[src/rtl/gobou_seq_pkg.sv]
// Shared types and sizes for the gobou layer sequencer.
// Engine and buffer widths are mirrored here so the sequencer builds standalone.
package gobou_seq_pkg;

    localparam int unsigned MAXLAYER      = 4;
    localparam int unsigned LAYERLOG      = 2;
    localparam int unsigned IMGSIZE       = 16;
    localparam int unsigned GOBOU_NETSIZE = 14;
    localparam int unsigned LWIDTH        = 12;
    localparam int unsigned RATELOG       = 4;
    localparam int unsigned MEMSIZE       = IMGSIZE - RATELOG;
    localparam int unsigned GOBOU_CORE    = 16;
    localparam int unsigned FIELDW        = 3;

    localparam logic [FIELDW-1:0] SEQ_F_IN   = 3'd0;
    localparam logic [FIELDW-1:0] SEQ_F_OUT  = 3'd1;
    localparam logic [FIELDW-1:0] SEQ_F_NET  = 3'd2;
    localparam logic [FIELDW-1:0] SEQ_F_TIN  = 3'd3;
    localparam logic [FIELDW-1:0] SEQ_F_TOUT = 3'd4;

    typedef enum logic [3:0] {
        S_IDLE,
        S_LOAD,
        S_PRE,
        S_PRE_LO,
        S_PRE_HI,
        S_RUN,
        S_RUN_LO,
        S_RUN_HI,
        S_NEXT,
        S_FIN
    } gobou_seq_state;

    // One layer descriptor as stored in the table.
    typedef struct packed {
        logic [IMGSIZE-1:0]       in_offset;
        logic [IMGSIZE-1:0]       out_offset;
        logic [GOBOU_NETSIZE-1:0] net_offset;
        logic [LWIDTH-1:0]        total_in;
        logic [LWIDTH-1:0]        total_out;
    } seq_desc_t;

endpackage

[src/rtl/gobou_seq_if.sv]
// Handshake and parameter bus between the sequencer and the gobou engine / ninjin buffer.
interface gobou_seq_if;
    import gobou_seq_pkg::*;

    logic                     req;
    logic                     ack;
    logic [IMGSIZE-1:0]       in_offset;
    logic [IMGSIZE-1:0]       out_offset;
    logic [GOBOU_NETSIZE-1:0] net_offset;
    logic [LWIDTH-1:0]        total_in;
    logic [LWIDTH-1:0]        total_out;
    logic                     pre_req;
    logic                     pre_ack;
    logic [MEMSIZE-1:0]       pre_base;
    logic [LWIDTH-1:0]        read_len;
    logic [LWIDTH-1:0]        write_len;

    modport master (
        output req, in_offset, out_offset, net_offset, total_in, total_out,
        output pre_req, pre_base, read_len, write_len,
        input  ack, pre_ack
    );

    modport slave (
        input  req, in_offset, out_offset, net_offset, total_in, total_out,
        input  pre_req, pre_base, read_len, write_len,
        output ack, pre_ack
    );

endinterface

[src/rtl/gobou_seq_desc.sv]
// Layer descriptor register file: host-written fields, combinational read by layer index.
module gobou_seq_desc
    import gobou_seq_pkg::*;
(
    input  logic                clk,
    input  logic                xrst,
    input  logic                we,
    input  logic                lock,
    input  logic [LAYERLOG-1:0] wlayer,
    input  logic [FIELDW-1:0]   field,
    input  logic [31:0]         wdata,
    input  logic [LAYERLOG-1:0] rlayer,
    output seq_desc_t           rdata
);

    seq_desc_t tbl [MAXLAYER];

    // Upper write-data bits beyond the widest field are deliberately discarded.
    logic unused_hi;
    assign unused_hi = ^wdata[31:IMGSIZE];

    always_ff @(posedge clk or negedge xrst) begin
        if (!xrst) begin
            for (int unsigned i = 0; i < MAXLAYER; i++) begin
                tbl[i] <= '0;
            end
        end else if (we && !lock) begin
            case (field)
                SEQ_F_IN:   tbl[wlayer].in_offset  <= IMGSIZE'(wdata);
                SEQ_F_OUT:  tbl[wlayer].out_offset <= IMGSIZE'(wdata);
                SEQ_F_NET:  tbl[wlayer].net_offset <= GOBOU_NETSIZE'(wdata);
                SEQ_F_TIN:  tbl[wlayer].total_in   <= LWIDTH'(wdata);
                SEQ_F_TOUT: tbl[wlayer].total_out  <= LWIDTH'(wdata);
                default: ;
            endcase
        end
    end

    assign rdata = tbl[rlayer];

endmodule

[src/rtl/gobou_seq.sv]
// Layer sequencer: walks the descriptor table, prefetching via ninjin then firing gobou per layer.
// Also owns the image-memory ownership flag handed to the top-level mux.
module gobou_seq
    import gobou_seq_pkg::*;
(
    input  logic                clk,
    input  logic                xrst,
    input  logic                cfg_we,
    input  logic [LAYERLOG-1:0] cfg_layer,
    input  logic [FIELDW-1:0]   cfg_field,
    input  logic [31:0]         cfg_wdata,
    input  logic                start,
    input  logic [LAYERLOG:0]   n_layer,
    output logic                busy,
    output logic                done,
    output logic [LAYERLOG-1:0] cur_layer,
    output logic                host_sel,
    gobou_seq_if.master         bus
);

    localparam int unsigned CNTW = LAYERLOG + 1;

    gobou_seq_state      state_q;
    gobou_seq_state      state_d;
    logic [LAYERLOG-1:0] layer_q;
    logic [CNTW-1:0]     n_eff_q;
    logic                last_c;
    seq_desc_t           desc_c;

    logic                     req_q;
    logic                     pre_req_q;
    logic [IMGSIZE-1:0]       in_offset_q;
    logic [IMGSIZE-1:0]       out_offset_q;
    logic [GOBOU_NETSIZE-1:0] net_offset_q;
    logic [LWIDTH-1:0]        total_in_q;
    logic [LWIDTH-1:0]        total_out_q;
    logic [MEMSIZE-1:0]       pre_base_q;
    logic [LWIDTH-1:0]        read_len_q;
    logic [LWIDTH-1:0]        write_len_q;

    // Writes are locked out for the whole run; the done cycle already has busy low.
    gobou_seq_desc u_desc (
        .clk    (clk),
        .xrst   (xrst),
        .we     (cfg_we),
        .lock   (busy),
        .wlayer (cfg_layer),
        .field  (cfg_field),
        .wdata  (cfg_wdata),
        .rlayer (layer_q),
        .rdata  (desc_c)
    );

    assign last_c = (CNTW'({1'b0, layer_q}) + CNTW'(1)) == n_eff_q;

    always_ff @(posedge clk or negedge xrst) begin
        if (!xrst) begin
            state_q <= S_IDLE;
        end else begin
            state_q <= state_d;
        end
    end

    always_comb begin
        state_d = state_q;
        case (state_q)
            S_IDLE:   if (start) state_d = (n_layer == '0) ? S_FIN : S_LOAD;
            S_LOAD:   state_d = S_PRE;
            S_PRE:    state_d = S_PRE_LO;
            S_PRE_LO: if (!bus.pre_ack) state_d = S_PRE_HI;
            S_PRE_HI: if (bus.pre_ack) state_d = S_RUN;
            S_RUN:    state_d = S_RUN_LO;
            S_RUN_LO: if (!bus.ack) state_d = S_RUN_HI;
            S_RUN_HI: if (bus.ack) state_d = S_NEXT;
            S_NEXT:   state_d = last_c ? S_FIN : S_LOAD;
            S_FIN:    state_d = S_IDLE;
            default:  state_d = S_IDLE;
        endcase
    end

    // Output and datapath registers, all driven from the next-state decision.
    always_ff @(posedge clk or negedge xrst) begin
        if (!xrst) begin
            busy         <= 1'b0;
            done         <= 1'b0;
            host_sel     <= 1'b1;
            layer_q      <= '0;
            n_eff_q      <= '0;
            req_q        <= 1'b0;
            pre_req_q    <= 1'b0;
            in_offset_q  <= '0;
            out_offset_q <= '0;
            net_offset_q <= '0;
            total_in_q   <= '0;
            total_out_q  <= '0;
            pre_base_q   <= '0;
            read_len_q   <= '0;
            write_len_q  <= '0;
        end else begin
            busy      <= (state_d != S_IDLE) && (state_d != S_FIN);
            done      <= (state_d == S_FIN);
            pre_req_q <= (state_d == S_PRE);
            req_q     <= (state_d == S_RUN);

            // Host loses memory at the first RUN and only regains it at FIN.
            if (state_d == S_RUN) begin
                host_sel <= 1'b0;
            end else if (state_d == S_FIN) begin
                host_sel <= 1'b1;
            end

            if (state_q == S_IDLE && start) begin
                n_eff_q <= (n_layer > CNTW'(MAXLAYER)) ? CNTW'(MAXLAYER) : n_layer;
                layer_q <= '0;
            end else if (state_q == S_NEXT && !last_c) begin
                layer_q <= layer_q + LAYERLOG'(1);
            end

            if (state_q == S_LOAD) begin
                in_offset_q  <= desc_c.in_offset;
                out_offset_q <= desc_c.out_offset;
                net_offset_q <= desc_c.net_offset;
                total_in_q   <= desc_c.total_in;
                total_out_q  <= desc_c.total_out;
                pre_base_q   <= desc_c.in_offset[IMGSIZE-1:RATELOG];
                read_len_q   <= desc_c.total_in;
                write_len_q  <= LWIDTH'(GOBOU_CORE);
            end
        end
    end

    assign cur_layer      = layer_q;
    assign bus.req        = req_q;
    assign bus.pre_req    = pre_req_q;
    assign bus.in_offset  = in_offset_q;
    assign bus.out_offset = out_offset_q;
    assign bus.net_offset = net_offset_q;
    assign bus.total_in   = total_in_q;
    assign bus.total_out  = total_out_q;
    assign bus.pre_base   = pre_base_q;
    assign bus.read_len   = read_len_q;
    assign bus.write_len  = write_len_q;

endmodule

[src/flat_wrapper.sv]
// flat-port wrapper written by rule: the top's interface ports become plain ports
module gobou_seq_flat import gobou_seq_pkg::*;
  (clk, xrst, cfg_we, cfg_layer, cfg_field, cfg_wdata, start, n_layer, busy, done, cur_layer, host_sel, bus_req, bus_in_offset, bus_out_offset, bus_net_offset, bus_total_in, bus_total_out, bus_pre_req, bus_pre_base, bus_read_len, bus_write_len, bus_ack, bus_pre_ack);
  gobou_seq_if bus_i ();
  input  logic clk;
  input  logic xrst;
  input  logic cfg_we;
  input  logic [LAYERLOG-1:0] cfg_layer;
  input  logic [FIELDW-1:0] cfg_field;
  input  logic [31:0] cfg_wdata;
  input  logic start;
  input  logic [LAYERLOG:0] n_layer;
  output logic busy;
  output logic done;
  output logic [LAYERLOG-1:0] cur_layer;
  output logic host_sel;
  output wire logic [$bits(bus_i.req)-1:0] bus_req;
  output wire logic [$bits(bus_i.in_offset)-1:0] bus_in_offset;
  output wire logic [$bits(bus_i.out_offset)-1:0] bus_out_offset;
  output wire logic [$bits(bus_i.net_offset)-1:0] bus_net_offset;
  output wire logic [$bits(bus_i.total_in)-1:0] bus_total_in;
  output wire logic [$bits(bus_i.total_out)-1:0] bus_total_out;
  output wire logic [$bits(bus_i.pre_req)-1:0] bus_pre_req;
  output wire logic [$bits(bus_i.pre_base)-1:0] bus_pre_base;
  output wire logic [$bits(bus_i.read_len)-1:0] bus_read_len;
  output wire logic [$bits(bus_i.write_len)-1:0] bus_write_len;
  input wire logic [$bits(bus_i.ack)-1:0] bus_ack;
  input wire logic [$bits(bus_i.pre_ack)-1:0] bus_pre_ack;
  assign bus_req = bus_i.req;
  assign bus_in_offset = bus_i.in_offset;
  assign bus_out_offset = bus_i.out_offset;
  assign bus_net_offset = bus_i.net_offset;
  assign bus_total_in = bus_i.total_in;
  assign bus_total_out = bus_i.total_out;
  assign bus_pre_req = bus_i.pre_req;
  assign bus_pre_base = bus_i.pre_base;
  assign bus_read_len = bus_i.read_len;
  assign bus_write_len = bus_i.write_len;
  assign bus_i.ack = bus_ack;
  assign bus_i.pre_ack = bus_pre_ack;
  gobou_seq u_core (.clk(clk), .xrst(xrst), .cfg_we(cfg_we), .cfg_layer(cfg_layer), .cfg_field(cfg_field), .cfg_wdata(cfg_wdata), .start(start), .n_layer(n_layer), .busy(busy), .done(done), .cur_layer(cur_layer), .host_sel(host_sel), .bus(bus_i));
endmodule
[config.mk]
export PLATFORM = sky130hd
export DESIGN_NAME = gobou_seq_flat
export DESIGN_NICKNAME = d
export VERILOG_FILES = /design/src/rtl/gobou_seq_pkg.sv /design/src/rtl/gobou_seq_if.sv /design/src/rtl/gobou_seq_desc.sv /design/src/rtl/gobou_seq.sv /design/src/flat_wrapper.sv
export SDC_FILE = /design/constraint.sdc
export NUM_CORES = 1
export LEC_CHECK = 0
export ABC_CLOCK_PERIOD_IN_PS = 2200
export CAP_MARGIN = 5
export CORE_ASPECT_RATIO = 1.2
export CORE_UTILIZATION = 40
export DETAILED_ROUTE_END_ITERATION = 10
export PLACE_DENSITY = 0.62
export REMOVE_ABC_BUFFERS = 1
export SYNTH_ARGS = -nofsm -noshare
export SYNTH_HDL_FRONTEND = slang
export SYNTH_SLANG_ARGS = --single-unit
[constraint.sdc]
create_clock -name clk -period 2.2 [get_ports clk]
set_input_delay 0.33 -clock clk [delete_from_list [all_inputs] [get_ports clk]]
set_output_delay 0.33 -clock clk [all_outputs]
set_load 0.01 [all_outputs]
After elaboration in Yosys (flattened, before gate mapping):

Index checks and enable logic that the tools add are counted.

* register bits: 377
* input bits: 46
* output and inout port bits: 113
* word-level logic and storage cells: 107

* $add $sub $neg: 2
* $lt $le $gt $ge: 4
* eq/ne operators: 17
* mux-type cells: 32
* bitwise gates (word level): 2
* reductions and logical operators: 15

Operators with widths (number)
* bitwise mux 280 bit: 5
* case mux 280 bit (5 select lines): 1
* demux 70 bit (select 2 bit): 5
* 2-to-1 mux 70 bit: 3
* binary-select mux 70 bit (select 2 bit): 1
* 2-to-1 mux 54 bit: 1
* 2-to-1 mux 38 bit: 1
* case mux 4 bit (9 select lines): 1
* 2-to-1 mux 4 bit: 7
* 2-to-1 mux 24 bit: 1
* equality test 4 x 3 -> 1 bit, second input constant: 5
* equality test 4 x 2 -> 1 bit, second input constant: 3
* 2-to-1 mux 12 bit: 1
* equality test 4 bit, second input constant: 2
* equality test 3 x 2 -> 1 bit, second input constant: 2
* >= comparator 3 bit, second input constant: 2
* logical NOT 3 bit: 2
* inverter 2 -> 3 bit: 2
* logical AND 1 bit: 5
* nonzero test 5 bit: 1
* equality test 4 x 1 -> 1 bit, second input constant: 1
* logical NOT 4 bit: 1
* 2-to-1 mux 2 bit: 2
* != test 4 bit, second input constant: 1
* 13 further kinds: 16

Depth between registers and ports, before layout:

* word-level depth: 7
* gate-level depth with buffers: 6
* depth with buffers taken out: 6

Hierarchy:

A second synthesis with hierarchy kept.

* cell total of the unflattened synthesis: 983
* area, all modules: 15949.0 um^2

Modules (own cells, without submodules)
* gobou_seq_desc: instances 1, cells each 727, area an instance 12244.2 um^2, sequential area each 7006.7 um^2
* gobou_seq: instances 1, cells each 256, area an instance 3704.8 um^2, sequential area each 2128.3 um^2

Worst setup path after synthesis:

OpenSTA, ideal clock, no wires.

* path type: reg2reg
* start: reg u_core.layer_q[1] (netlist: u_core.cur_layer[1])
* end: reg u_core.net_offset_q[10] (netlist: u_core.bus.net_offset[10])
* setup time: 0.125 ns
* arrival: 1.831 ns
* data required time: 2.075 ns
* setup slack: 0.245 ns
* cell stages (with the launch flop): 6
* clock period less this slack: 1.955 ns
* cell sequence: dfrtp_1 -> buf_2 -> buf_2 -> clkbuf_1 -> mux4_2 -> mux2_2

* cells in the longest elaborated chain, start to end: 4

Ends and longest elaborated chain
* start, declared: RTL line gobou_seq.sv:25 `logic [LAYERLOG-1:0] layer_q;`
* start signal, assigned: RTL line gobou_seq.sv:116 `layer_q <= layer_q + LAYERLOG'(1);`
* inverter 2 -> 3 bit (not written as such): RTL line gobou_seq_desc.sv:39 `assign rdata = tbl[rlayer];`
* binary-select mux 70 bit (select 2 bit): RTL line gobou_seq_desc.sv:39
* 2-to-1 mux 70 bit (not written as such) (2 in a row): RTL line gobou_seq_desc.sv:39
* end signal, assigned: RTL line gobou_seq.sv:122 `net_offset_q <= desc_c.net_offset;`
* end, declared: RTL line gobou_seq.sv:34 `logic [GOBOU_NETSIZE-1:0] net_offset_q;`

Every way passes these cells. The select of a mux whose other input is x is not followed.
A chain may end at the register's enable or synchronous reset.

Worst setup path in the final report:

* start: reg u_core.layer_q[0] (netlist: u_core.cur_layer[0])
* end: out cur_layer[0]

RTL lines
* end, declared: RTL line flat_wrapper.sv:15 `output logic [LAYERLOG-1:0] cur_layer;`

No word-level cell between the ends.

==> run summary <==
Die span in y = 220 um
Avg Synthesized Cell Area = 16.1 um^2
DIE WIDTH = 184 um
Number of CTS-inserted buffers = 38
CTS tree = yes
Unrepaired setup endpoints after global routing = false
DRC violations left = 0
Wire length per cell = 20.1 um
DP Worst Slack = -0.168 ns
Setup violators final = 0
Top cells by instance count after synthesis = dfrtp_1 (364), mux2_2 (350), mux4_2 (70), buf_4 (43), buf_2 (32)
Peak ir drop on the vdd network = 785 uV
Total via count after detailed routing = 8659
Iteration-0 DRC count of the detailed router = 384
Unique cell type count in the Yosys netlist = 44
Worst-path clk slew = 0.06 ns
Sort of element at the end of the critical path = primary output
Sum of negative setup slack = 0 ns
Number of failing hold endpoints at the final stage = 0
Global-route usage over all layers = 17.5%
Highest signal layer in the routed design = met4
Largest fanout of any net on the critical path = 21
Worst clock skew = 0.0118 ns
Sum of met2 wire segment lengths after detailed routing = 17100 um
Leakage power = 0.00917 uW
Total power divided by cell area = 1170 nW/um^2
Cell at the root of the clock tree = clkbuf_16
Run status = complete, no violations
Routed met3 length = 1090 um
Crit Path Class = flop to primary output
ANT cells = 0
Synth Warn # = 0
Critical Path AT = 1.78 ns
Floorplan Core Area = 38800 um^2
Quantity of I/O buffers inserted on ports = 131
Period Utilization, post-route = 96.1%
Row count = 79
Most frequent cell after synthesis = dfrtp_1
Power, Total = 22700 uW
Final critical delay including setup and external delays = 2.11 ns
Worst setup margin = 0.0865 ns
Type of origin of the critical path = flop
Count of fill cells added during filler insertion = 3248
Net count of the finished layout = 1172
HPWL Detailed = 20800 um
Number of global-route vias before repair = 9246
Cell types occupying the most area after synthesis = dfrtp_1 (58%), mux2_2 (25%), mux4_2 (10%)
Relative area change from synthesis to final layout = 22.6%
Starting Density = 40.7%
Synthesis-stage register bit count = 365
Post-CTS resize count = 0
Count of pins on the block boundary = 159
Maximum achievable frequency = 473 MHz
Total length of routed wires = 33600 um
Primary flip-flop cell chosen by synthesis mapping = dfrtp_1
Sum of overflow across all layers after global routing = 0
Area of placed instances = 18100 um^2
Max Buffers Root-to-Sink = 3
Final core utilization = 49.9%
Count of maximum capacitance violations = 0
Largest net degree at the start of global routing = 73
WL met1 = 14900 um
Cells after Synth = 983
Synth area leader = dfrtp_1
Latest clock arrival within the worst-skew pair = 0.53 ns
Sequential cell area fraction in the yosys report = 57.7%
Hold Path Class = input port to async pin
Number of antenna violations at the first check in global routing = 0
Global-route wire length before repair = 53800 um
CTS Sinks = 365
Slew Limit Fails = 0
Max-slew headroom at the worst pin = 63.3%
Worst Path Required = 1.87 ns
Floorplan die area = 40400 um^2
EDFF count, synth = 0
Total number of H-tree levels = 2
Share of cells above drive strength 1 = 49.4%
Share of flip-flops with an asynchronous set or reset after synthesis = 100%
First-pass iteration count of the detailed router = 4
Routability-driven placement congestion ratio = 0.703
Top-area cell type share of the netlist area = 57.5%
Measured slew at the worst slew-check pin = 0.550 ns
Area of all placed cells without fillers = 19400 um^2
Vias per inst = 5.17
Combined area of all synthesized cells = 15800 um^2
Post-DRT Antenna Nets = 0
## path summary, 6_finish.rpt
kind,start,cells past startpoint,slack (ns),to
worst max-delay path,u_core.cur_layer[0]$_DFFE_PN0P_,2,0.09,cur_layer[0]
worst min-delay path,xrst,2,0.32,u_core.bus.pre_base[6]$_DFFE_PN0P_
worst max register to register,u_core.busy$_DFF_PN0_,5,0.21,flop
worst min register to register,u_core.bus.write_len[4]$_DFFE_PN0P_,1,0.47,u_core.bus.write_len[4]$_DFFE_PN0P_
max in group asynchronous,xrst,4,1.05,async pin
min in group clk,n_layer[0],3,0.39,u_core.n_eff_q[0]$_DFFE_PN0P_
## cells by family after synthesis
| family | synth area share, % |
|---|---|
| AO/OA/AOI/OAI | 0.466 |
| XOR/XNOR | 0.166 |
| adder cells (fa/ha/maj) | 0.0790 |
| buffers and inverters | 4.12 |
| flip-flops | 57.7 |
| multiplexers | 35.0 |
| other | 0.0237 |
| AND/OR/NAND/NOR | 2.43 |
## layout make-up
class,instances,area (um^2),area share [%]
Clock buffer,53,1100,5.66
Timing Repair Buffer,204,2270,11.7
Sequential cell,365,9140,47.1
Clock inverter,11,134,0.690
Inverter,4,15.0,0.0774
Multi-Input combinational cell,512,6080,31.4
Tap cell,526,658,3.39
## cells in the final DEF (no fill, tap or decap), types with 3 or more instances in the layout
| cell | count |
|---|---|
| nand2_2 | 3 |
| nor2b_1 | 4 |
| conb_1 | 11 |
| clkbuf_1 | 7 |
| mux4_2 | 70 |
| buf_4 | 41 |
| buf_12 | 30 |
| bufinv_16 | 3 |
| mux2_2 | 350 |
| dfrtp_1 | 362 |
| nand2_1 | 17 |
| clkinv_2 | 7 |
| o21ai_0 | 4 |
| clkdlybuf4s50_1 | 130 |
| nand2b_1 | 4 |
| clkbuf_8 | 7 |
| nor3b_2 | 3 |
| inv_1 | 4 |
| clkbuf_16 | 39 |
| nand3_1 | 3 |
| nor3_1 | 3 |
| nor2_1 | 7 |
| and3_1 | 4 |
## critical path: stages (launching register included)
cell	delay, ns
dfrtp_4	0.45
buf_12	0.22
clkdlybuf4s50_1	0.58
## power breakdown
part           internal (uW)  switching [uW]  total (uW)
combinational           4150            2700        6850
clock                   3820            2590        6410
sequential              8440             955        9390
## per-layer routing
metal	vias to the layer above	GRT usage, %
li1	3807	-
met1	4668	23.2
met2	141	29.8
met3	43	2.84
met4	0	4.64
met5	-	0
## what timing repair did
item | in CTS | in global routing
endpoints found under the hold margin | 43 | 0
gates cloned | 1 | 0
hold buffers | 1 | 0
setup buffers | 1 | 3
endpoints found under the setup margin | 2 | 1
## through the flow
stage	instances	hold WS, ns
6_report	1675	0.318
4_1_cts	1672	0.334
2_1_floorplan	881	0.0344
3_5_place_dp	1605	0.307
5_1_grt	1675	0.358
3_3_place_gp	1605	0.304
No activity file was read; power rests on OpenSTA's default activity.
